<file path="src/rtl/csi_sequence_parser_pkg.sv">
// DataType: shared types and constants for the CSI escape-sequence parser.
//   cmd_t          - decoded command type reported on commandType
//   state_t        - parser state encoding
//   ESC, CSI_INTRO - sequence introducer bytes
//   MAX_PARAMS     - number of numeric parameters that are kept
//   default_param  - applies the per-command defaulting rule to one parameter
package DataType;

  typedef enum logic [3:0] {
    CUP = 4'd0,
    CUU = 4'd1,
    CUD = 4'd2,
    CUF = 4'd3,
    CUB = 4'd4,
    ED  = 4'd5,
    EL  = 4'd6
  } cmd_t;

  typedef enum logic [1:0] {
    ST_IDLE = 2'd0,
    ST_ESC  = 2'd1,
    ST_CSI  = 2'd2
  } state_t;

  localparam logic [7:0] ESC       = 8'h1B;
  localparam logic [7:0] CSI_INTRO = 8'h5B;
  localparam logic [7:0] CAN       = 8'h18;
  localparam logic [7:0] SUB       = 8'h1A;
  localparam logic [7:0] SEMI      = 8'h3B;
  localparam int         MAX_PARAMS = 2;

  // Cursor moves treat a missing or zero count as 1; erase commands treat a
  // missing selector as 0 but keep an explicit 0.
  function automatic logic [7:0] default_param(cmd_t cmd, logic present,
                                               logic [7:0] value);
    if (cmd == ED || cmd == EL) begin
      return present ? value : 8'd0;
    end
    return (!present || value == 8'd0) ? 8'd1 : value;
  endfunction

endpackage

</file>
<file path="src/rtl/csi_sequence_parser_param_accum.sv">
// csi_param_accum: decimal accumulator for one CSI numeric parameter.
//   clk, rst     - clock, async active-low reset
//   clear        - zero the value and drop the present flag
//   digit_strobe - fold digit (0..9) into the value: value*10 + digit
//   digit        - decimal digit
//   value        - accumulated value, saturating at 255
//   present      - at least one digit seen since the last clear
module csi_param_accum (
  input  logic       clk,
  input  logic       rst,
  input  logic       clear,
  input  logic       digit_strobe,
  input  logic [3:0] digit,
  output logic [7:0] value,
  output logic       present
);

  logic [7:0]  value_q, value_d;
  logic        present_q, present_d;
  logic [11:0] next_val;

  always_comb begin
    value_d   = value_q;
    present_d = present_q;
    // 255*10 + 9 = 2559 fits in 12 bits, so the saturation check is exact.
    next_val  = 12'(value_q) * 12'd10 + 12'(digit);
    if (clear) begin
      value_d   = 8'd0;
      present_d = 1'b0;
    end else if (digit_strobe) begin
      value_d   = (next_val > 12'd255) ? 8'hFF : next_val[7:0];
      present_d = 1'b1;
    end
  end

  always_ff @(posedge clk or negedge rst) begin
    if (!rst) begin
      value_q   <= 8'd0;
      present_q <= 1'b0;
    end else begin
      value_q   <= value_d;
      present_q <= present_d;
    end
  end

  assign value   = value_q;
  assign present = present_q;

endmodule

</file>
<file path="src/rtl/csi_sequence_parser.sv">
// csi_sequence_parser: splits a byte stream into plain characters and
// decoded CSI cursor/erase commands.
//   clk, rst              - clock, async active-low reset
//   data_valid, data_in   - received byte strobe and value
//   commandReady          - one-cycle pulse, command valid on commandType/Pn1/Pn2
//   commandType, Pn1, Pn2 - decoded command and defaulted parameters
//   char_valid, char_out  - one-cycle pulse with a forwarded plain byte
//
// state   | meaning
// ST_IDLE | plain text; bytes forwarded, ESC starts a sequence
// ST_ESC  | ESC seen, waiting for '['
// ST_CSI  | inside CSI, collecting parameters until a final byte
module csi_sequence_parser
  import DataType::*;
(
  input  logic       clk,
  input  logic       rst,
  input  logic       data_valid,
  input  logic [7:0] data_in,
  output logic       commandReady,
  output cmd_t       commandType,
  output logic [7:0] Pn1,
  output logic [7:0] Pn2,
  output logic       char_valid,
  output logic [7:0] char_out
);

  localparam logic [1:0] IDX_MAX = 2'(MAX_PARAMS);

  state_t     state_q, state_d;
  logic [1:0] idx_q, idx_d;
  logic       ignore_q, ignore_d;
  logic       command_ready_q, command_ready_d;
  cmd_t       command_type_q, command_type_d;
  logic [7:0] pn1_q, pn1_d;
  logic [7:0] pn2_q, pn2_d;
  logic       char_valid_q, char_valid_d;
  logic [7:0] char_out_q, char_out_d;

  logic       acc_clear;
  logic       digit_hit;
  logic       final_ok;
  cmd_t       final_cmd;
  logic [7:0] p0_val, p1_val;
  logic       p0_present, p1_present;

  csi_param_accum u_param0 (
    .clk          (clk),
    .rst          (rst),
    .clear        (acc_clear),
    .digit_strobe (digit_hit && idx_q == 2'd0),
    .digit        (data_in[3:0]),
    .value        (p0_val),
    .present      (p0_present)
  );

  csi_param_accum u_param1 (
    .clk          (clk),
    .rst          (rst),
    .clear        (acc_clear),
    .digit_strobe (digit_hit && idx_q == 2'd1),
    .digit        (data_in[3:0]),
    .value        (p1_val),
    .present      (p1_present)
  );

  always_comb begin
    final_ok  = 1'b1;
    final_cmd = CUP;
    case (data_in)
      8'h48, 8'h66: final_cmd = CUP;
      8'h41:        final_cmd = CUU;
      8'h42:        final_cmd = CUD;
      8'h43:        final_cmd = CUF;
      8'h44:        final_cmd = CUB;
      8'h4A:        final_cmd = ED;
      8'h4B:        final_cmd = EL;
      default:      final_ok  = 1'b0;
    endcase
  end

  always_comb begin
    state_d         = state_q;
    idx_d           = idx_q;
    ignore_d        = ignore_q;
    command_ready_d = 1'b0;
    command_type_d  = command_type_q;
    pn1_d           = pn1_q;
    pn2_d           = pn2_q;
    char_valid_d    = 1'b0;
    char_out_d      = char_out_q;
    acc_clear       = 1'b0;
    digit_hit       = 1'b0;

    if (data_valid) begin
      case (state_q)
        ST_IDLE: begin
          if (data_in == ESC) begin
            state_d = ST_ESC;
          end else begin
            char_valid_d = 1'b1;
            char_out_d   = data_in;
          end
        end
        ST_ESC: begin
          if (data_in == CSI_INTRO) begin
            state_d   = ST_CSI;
            idx_d     = 2'd0;
            ignore_d  = 1'b0;
            acc_clear = 1'b1;
          end else if (data_in != ESC) begin
            state_d = ST_IDLE;
          end
        end
        ST_CSI: begin
          if (data_in == CAN || data_in == SUB) begin
            state_d = ST_IDLE;
          end else if (data_in == ESC) begin
            state_d = ST_ESC;
          end else if (data_in < 8'h20) begin
            state_d = ST_CSI;
          end else if (data_in[7]) begin
            state_d = ST_IDLE;
          end else if (data_in >= 8'h30 && data_in <= 8'h39) begin
            digit_hit = 1'b1;
          end else if (data_in == SEMI) begin
            if (idx_q < IDX_MAX) idx_d = idx_q + 2'd1;
          end else if (data_in >= 8'h40 && data_in <= 8'h7E) begin
            state_d = ST_IDLE;
            if (!ignore_q && final_ok) begin
              command_ready_d = 1'b1;
              command_type_d  = final_cmd;
              pn1_d           = default_param(final_cmd, p0_present, p0_val);
              pn2_d           = (final_cmd == CUP) ?
                                default_param(CUP, p1_present, p1_val) : 8'd0;
            end
          end else if (data_in != 8'h7F) begin
            // Intermediates, private markers and ':' make the sequence one
            // we do not act on; it still runs to its final byte.
            ignore_d = 1'b1;
          end
        end
        default: state_d = ST_IDLE;
      endcase
    end
  end

  always_ff @(posedge clk or negedge rst) begin
    if (!rst) begin
      state_q         <= ST_IDLE;
      idx_q           <= 2'd0;
      ignore_q        <= 1'b0;
      command_ready_q <= 1'b0;
      command_type_q  <= CUP;
      pn1_q           <= 8'd0;
      pn2_q           <= 8'd0;
      char_valid_q    <= 1'b0;
      char_out_q      <= 8'd0;
    end else begin
      state_q         <= state_d;
      idx_q           <= idx_d;
      ignore_q        <= ignore_d;
      command_ready_q <= command_ready_d;
      command_type_q  <= command_type_d;
      pn1_q           <= pn1_d;
      pn2_q           <= pn2_d;
      char_valid_q    <= char_valid_d;
      char_out_q      <= char_out_d;
    end
  end

  assign commandReady = command_ready_q;
  assign commandType  = command_type_q;
  assign Pn1          = pn1_q;
  assign Pn2          = pn2_q;
  assign char_valid   = char_valid_q;
  assign char_out     = char_out_q;

endmodule

</file>
<file path="config.mk">
export PLATFORM = sky130hd
export DESIGN_NAME = csi_sequence_parser
export DESIGN_NICKNAME = d
export VERILOG_FILES = /design/src/rtl/csi_sequence_parser_pkg.sv /design/src/rtl/csi_sequence_parser_param_accum.sv /design/src/rtl/csi_sequence_parser.sv
export SDC_FILE = /design/constraint.sdc
export NUM_CORES = 1
export LEC_CHECK = 0
export ABC_AREA = 0
export ABC_CLOCK_PERIOD_IN_PS = 4900
export CAP_MARGIN = 25
export CORE_MARGIN = 1
export CORE_UTILIZATION = 40
export CTS_CLUSTER_SIZE = 28
export DETAILED_ROUTE_END_ITERATION = 8
export GPL_ROUTABILITY_DRIVEN = 0
export GPL_TIMING_DRIVEN = 0
export PLACE_DENSITY_LB_ADDON = 0.08
export SYNTH_ARGS = -nofsm -noshare
export SYNTH_HDL_FRONTEND = slang
export SYNTH_SLANG_ARGS = --single-unit
</file>
<file path="constraint.sdc">
create_clock -name clk -period 4.9 [get_ports clk]
set_input_delay 0.735 -clock clk [delete_from_list [all_inputs] [get_ports clk]]
set_output_delay 0.735 -clock clk [all_outputs]
set_load 0.02 [all_outputs]
</file>
==> flow_summary_export.csv, run 1 <==
group,metric,value,unit
logic_synthesis,yosys.area.top_type,"dfrtp_1",
grt,grt_pass1_wl,13.25,mm
critical_path,endpoint_kind,"flip-flop",
critical_path,cp.arrival,3.09,ns
sta,min_period_over_period,0.5991,
logic_synthesis,ys_seq_area_frac,0.3658,
floorplan,initial_utilization,0.4099,
grt,grt_pass1_vias,2723,
grt,overflow,0,
logic_synthesis,ys_warn_count,0,
logic_synthesis,netlist.area_leader.share,0.3658,
place,hpwl,6.020,mm
logic_synthesis,synth_flop_cell,"dfrtp_1",
logic_synthesis,ys_ff_latch,52,
sta,final_max_slew_viol_count,0,
clocking,cts_tree,"yes",
clocking,insertion_delay,0.30,ns
logic_synthesis,synthArstFlopShare,1.000,
critical_path,cp_max_fo,10,
logic_synthesis,synth_edf_count,0,
floorplan,die_area,9274,um2
final_layout,area_growth,17.27,%
floorplan,rows,34,
clocking,htreeDepth,2,
routing,first_pass_iters,4,
power,cellPowerDensity,187.3,nW/um2
sta,setup_viol,0,
floorplan,die_w,96.30,um
critical_path,cp-start-kind,"input port",
logic_synthesis,synthCells,358,
grt,track_usage,0.1839,
sta,fin_tns_setup,0,ns
logic_synthesis,synth_cell_types,67,
sta,hold_viol,0,
critical_path,reg2reg_depth,8,
routing,ant_nets,0,
logic_synthesis,synthTopCellsByArea,"dfrtp_1 37%, ha_1 11%, a21oi_1 4.4%",
run_status,status,"completed",
clocking,cts-root-buf,"clkbuf_8",
final_layout,seq_area,1301,um2
place,port_buffers,37,
sta,relSlewSlack,0.5555,
final_layout,drive_above_1_share,0.1089,
clocking,cts_buffers,5,
floorplan,die_h,96.30,um
power,vdd_drop_max,0.09850,mV
power,p_leak,0.001929,uW
routing,dr_total_vias,2807,
routing,drt_wl_total,7.860,mm
routing,drc,0,
routing,drt_iter0_markers,72,
clocking,cts_buffer_depth,2,
clocking,clk_pin_slew,0.09,ns
final_layout,nNetsFinal,450,
logic_synthesis,avgSynthCellArea,9.936,um2
floorplan,coreArea,8678,um2
critical_path,reg2reg_from,"u_param0.value[1]",
final_layout,multi_input_area,2074,um2
final_layout,fill_cells,852,
logic_synthesis,synth_nets,405,
sta,rsz0062_at_grt,"false",
final_layout,finish.utilization,0.4807,
clocking,cts-resized-gates,0,
critical_path,r2r-end,"u_param0.value[2]",
sta,tightest_slew,0.6616,ns
critical_path,crit_required,5.06,ns
critical_path,crit_type,"input port to flip-flop",
floorplan,ioPinCount,41,
grt,antenna_found_initial,0,
clocking,cts_setup_buffers,0,
grt,grt_max_degree,36,
logic_synthesis,syn_area,3557,um2
final_layout,diodes,0,
routing,wl_per_cell,15.35,um
critical_path,r2r_setup_slack,2.03,ns
job,maxCapViolations,0,
sta,fin_skew,0.003565,ns
clocking,cts_sinks,52,
routing,vias_per_cell,5.482,
worst_hold_path,hold_class,"input port to async pin",
sta,min_period,2.935,ns
clocking,hold_buffers,0,
sta,timing.fmax,340.7,MHz
==> power by group <==
part | switching, uW | internal [uW] | leakage [uW] | total, uW
Combinational | 47.7 | 37.6 | 0.00124 | 85.3
Clock | 140 | 115 | 0.0000445 | 255
Sequential | 3.75 | 437 | 0.000644 | 441
==> through the flow <==
step	power, uW	cells	area, um2	setup WS [ns]	hold WS [ns]
CTS	795.6	512	4172	1.928	0.3579
floorplan	492.0	358	3557	2.361	0.4394
finish	781.3	512	4172	1.965	0.3522
detailed placement	535.7	504	4078	1.592	0.4793
global placement	533.2	503	4063	1.502	0.4671
global route	822.1	512	4172	1.713	0.3670
==> worst max-delay path: stages <==
cell and delay [ns]:
clkdlybuf4s50_1 0.63, nand4bb_1 0.32, nor3_1 0.41, nand4b_2 0.40, clkbuf_1 0.33, a21oi_1 0.20, a31oi_1 0.06
==> Yosys cell counts (2+ instances only) <==
cell type  instances
a21o_1             2
mux2i_1           14
nand2_1           15
a22o_1             7
o21a_1             4
nand3_1            9
a2111oi_0          2
a31oi_1           18
dfrtp_1           52
buf_4              2
nand2b_1           8
a21oi_1           31
nor3_1            15
fa_1               4
o21ai_0            8
and4_1             2
buf_2              5
o211ai_1           2
ha_1              32
mux2_2            13
nor2b_1            4
xor2_1             4
and2_1             4
nor4_1             5
xnor2_1            7
and3_1             3
or4_1              3
clkbuf_1           5
inv_1             19
nor2_1            21
clkbuf_2           2
==> state kept, by name (all words and copies together) (netlist names), 2 cells and up <==
signal	count
Pn1	8
Pn2	8
idx_q	2
commandType	3
char_out	8
state_q	2
u_param0.value	8
u_param1.value	8
==> cells by family after synthesis <==
kind of cell	share of synthesized area
adder cells (fa/ha/maj)	0.1351
XOR/XNOR	0.02708
flip-flops	0.3658
multiplexers	0.08055
AO/OA/AOI/OAI	0.1685
buffers and inverters	0.05100
other	0.001054
AND/OR/NAND/NOR	0.1709
==> cell type report <==
cell class                      instances  share of cell area
Multi-Input combinational cell        269              0.4973
Tap cell                              108             0.03239
Timing Repair Buffer                   38             0.09238
Clock buffer                            7             0.02070
Buffer                                 17             0.02490
Clock inverter                          1            0.001800
Sequential cell                        52              0.3119
Inverter                               20             0.01860
==> layer usage <==
layer,routed length [um],global-route usage
met1,3903,0.2587
met5,0,0
met4,79,0.04412
met3,226,0.02449
met2,3651,0.2985
==> worst max path at each step <==
stage / slack (ns) / endpoint / from
after floorplan: 2.36 / u_param0.value[7] / u_param0.value[1]
after global routing: 1.71 / u_param1.value[6] / data_in[2]
final: 1.96 / u_param1.value[5] / data_in[2]
after detailed placement: 1.59 / u_param1.value[5] / data_in[2]
after global placement: 1.50 / Pn2[7] / rst
after CTS: 1.93 / u_param1.value[5] / data_in[2]
==> placed cells by master (no fill, tap or decap), types with 6 or more instances in the layout <==
cell | netlist | final
clkbuf_1 | 5 | 6
o21ai_0 | 8 | 8
a31oi_1 | 18 | 18
inv_1 | 19 | 19
dfrtp_1 | 52 | 52
mux2i_1 | 14 | 14
buf_2 | 5 | 6
ha_1 | 32 | 32
nand2b_1 | 8 | 8
a21oi_1 | 31 | 31
a22o_1 | 7 | 7
clkbuf_8 | 0 | 6
xnor2_1 | 7 | 7
mux2_2 | 13 | 13
clkdlybuf4s50_1 | 0 | 36
nand2_1 | 15 | 15
nor3_1 | 15 | 15
nor2_1 | 21 | 21
nand3_1 | 9 | 9
Note: power is estimated with default switching activity, not from simulation.
==> run 2, diff against run 1 <==
--- a/config.mk
+++ b/config.mk
@@ -6,7 +6,7 @@
 export NUM_CORES = 1
 export LEC_CHECK = 0
 export ABC_AREA = 0
-export ABC_CLOCK_PERIOD_IN_PS = 4900
+export ABC_CLOCK_PERIOD_IN_PS = 2900
 export CAP_MARGIN = 25
 export CORE_MARGIN = 1
 export CORE_UTILIZATION = 40
==> constraint.sdc (replaced) <==
create_clock -name clk -period 2.9 [get_ports clk]
set_input_delay 0.435 -clock clk [delete_from_list [all_inputs] [get_ports clk]]
set_output_delay 0.435 -clock clk [all_outputs]
set_load 0.02 [all_outputs]
==> run 2 against run 1 <==
Critical path depth rose by 1. Power up 69%. Worst hold slack got worse by 0.30 ns. Sequential share of layout area decreased by 0.48 points. Non-clock buffer count increased by 5. Register-to-register slack worse by 1.9 ns. Critical path type is now flip-flop to flip-flop.
==> flow_summary_export.csv, run 2 (synthesized netlist as in run 1, its figures left out) <==
group,metric,value,unit
routing,drt_iter0_markers,81,
sta,rsz0062_at_grt,"false",
grt,grt_pass1_wl,13.25,mm
clocking,cts_tree,"yes",
power,p_comb_frac,0.110,
clocking,cts_buffer_depth,2,
sta,fin_skew,0.003487,ns
sta,min_period,2.780,ns
critical_path,cp_max_fo,8,
floorplan,coreArea,8678,um2
critical_path,crit_required,3.12,ns
routing,ant_nets,0,
routing,drt_wl_total,7.885,mm
job,maxCapViolations,0,
grt,grt_max_degree,36,
clocking,insertion_delay,0.30,ns
final_layout,nNetsFinal,455,
floorplan,die_area,9274,um2
final_layout,final_cells,517,
place,dp_cells,504,
clocking,clk_pin_slew,0.09,ns
power,vdd_drop_max,0.1666,mV
final_layout,area_growth,19.35,%
power,p_switching,324.4,uW
power,p_seq_frac,0.564,
routing,wl_per_cell,15.25,um
grt,antenna_found_initial,0,
critical_path,crit_type,"flip-flop to flip-flop",
routing,first_pass_iters,4,
place,port_buffers,37,
routing,vias_per_cell,5.456,
power,p_leak,0.001948,uW
critical_path,r2r_setup_slack,0.12,ns
routing,dr_total_vias,2821,
final_layout,diodes,0,
final_layout,mostFrequentLayoutCells,"50 x dfrtp_1, 36 x clkdlybuf4s50_1, 31 x a21oi_1, 31 x ha_1, 21 x nor2_1",
final_layout,seq_area,1304,um2
grt,grt_pass1_vias,2723,
clocking,cts-root-buf,"clkbuf_8",
power,intPower,996.4,uW
final_layout,final_common_cell,"dfrtp_1",
power,clkPwrFrac,0.327,
sta,hold_viol,0,
floorplan,ioPinCount,41,
clocking,cts_buffers,5,
final_layout,multi_input_area,2108,um2
sta,final_max_slew_viol_count,0,
clocking,htreeDepth,2,
power,cellPowerDensity,311.1,nW/um2
grt,track_usage,0.1839,
sta,timing.fmax,359.8,MHz
critical_path,cp-start-kind,"flip-flop",
sta,setup_viol,0,
sta,relSlewSlack,0.5557,
floorplan,rows,34,
grt,overflow,0,
final_layout,drive_above_1_share,0.1418,
sta,tightest_slew,0.6614,ns
final_layout,fill_cells,848,
critical_path,endpoint_kind,"flip-flop",
floorplan,die_w,96.30,um
final_layout,finish.utilization,0.4892,
run_status,status,"completed",
power,switching_share,0.2456,
floorplan,initial_utilization,0.4099,
floorplan,die_h,96.30,um
sta,min_period_over_period,0.9585,
routing,drc,0,
worst_hold_path,hold_class,"input port to async pin",
clocking,cts_sinks,52,
clocking,hold_buffers,0,
critical_path,cp.arrival,3.00,ns
place,hpwl,6.020,mm
## run 2: per-stage QoR
step / hold WS [ns] / setup WS [ns] / area, um2 / setup TNS [ns] / power (uW)
2_1_floorplan: 0.1394 / 0.3613 / 3557 / 0 / 831.4
3_3_place_gp: 0.4671 / -0.1982 / 4063 / -10.71 / 900.9
6_report: 0.05233 / 0.1203 / 4245 / 0 / 1321
4_1_cts: 0.05794 / 0.04024 / 4172 / 0 / 1344
5_1_grt: 0.06702 / 0.01278 / 4245 / 0 / 1389
3_5_place_dp: 0.3976 / -0.1078 / 4078 / -0.7899 / 905.1
## run 2: path summary, 6_finish.rpt
check,startpoint,endpoint,cells past startpoint
max,u_param0.value[1],u_param0.value[1],8
min,rst,char_valid,1
max reg2reg,u_param0.value[1],u_param0.value[1],8
min reg2reg,u_param1.present,u_param1.present,1
max in group asynchronous,rst,u_param0.value[1],2
min in group clk,u_param1.present,u_param1.present,1
## run 2: area by class of cell
| cell class | count | share of cell area |
|---|---|---|
| sequential | 52 | 0.3071 |
| inverter | 20 | 0.01827 |
| clock buffer | 7 | 0.02034 |
| clock inverter | 1 | 0.001768 |
| tap | 108 | 0.03183 |
| timing repair buffer | 43 | 0.09962 |
| buffer | 17 | 0.02446 |
| multi-input combinational | 269 | 0.4966 |
## run 2: power groups by stage
stage	clock (uW)	combinational, uW	sequential, uW
2_1_floorplan	0	56.4	775
3_3_place_gp	0	142	759
3_5_place_dp	0	145	760
4_1_cts	453	146	745
5_1_grt	480	161	748
6_report	431	145	745
## run 2: per-layer routing
layer	part of all wire	vias to the layer above	GRT usage
met5	0	-	0
met4	0.010	0	0.04412
met3	0.025	6	0.02449
met2	0.46	44	0.2985
met1	0.50	1354	0.2587
li1	-	1417	-
## run 2: repair_timing
action                                  4_1_cts  5_1_grt
buffers inserted                              0        5
resized for setup                             0       10
endpoints found under the hold margin         0        0
endpoints found under the setup margin        0       16
## run 2: critical path: stages, from the launching register on
cell and delay, ns:
dfrtp_2 0.44, ha_1 0.30, ha_2 0.19, fa_2 0.60, o211a_1 0.16, o21ai_2 0.08
nor4_2 0.29, mux2_2 0.44, a31oi_1 0.20
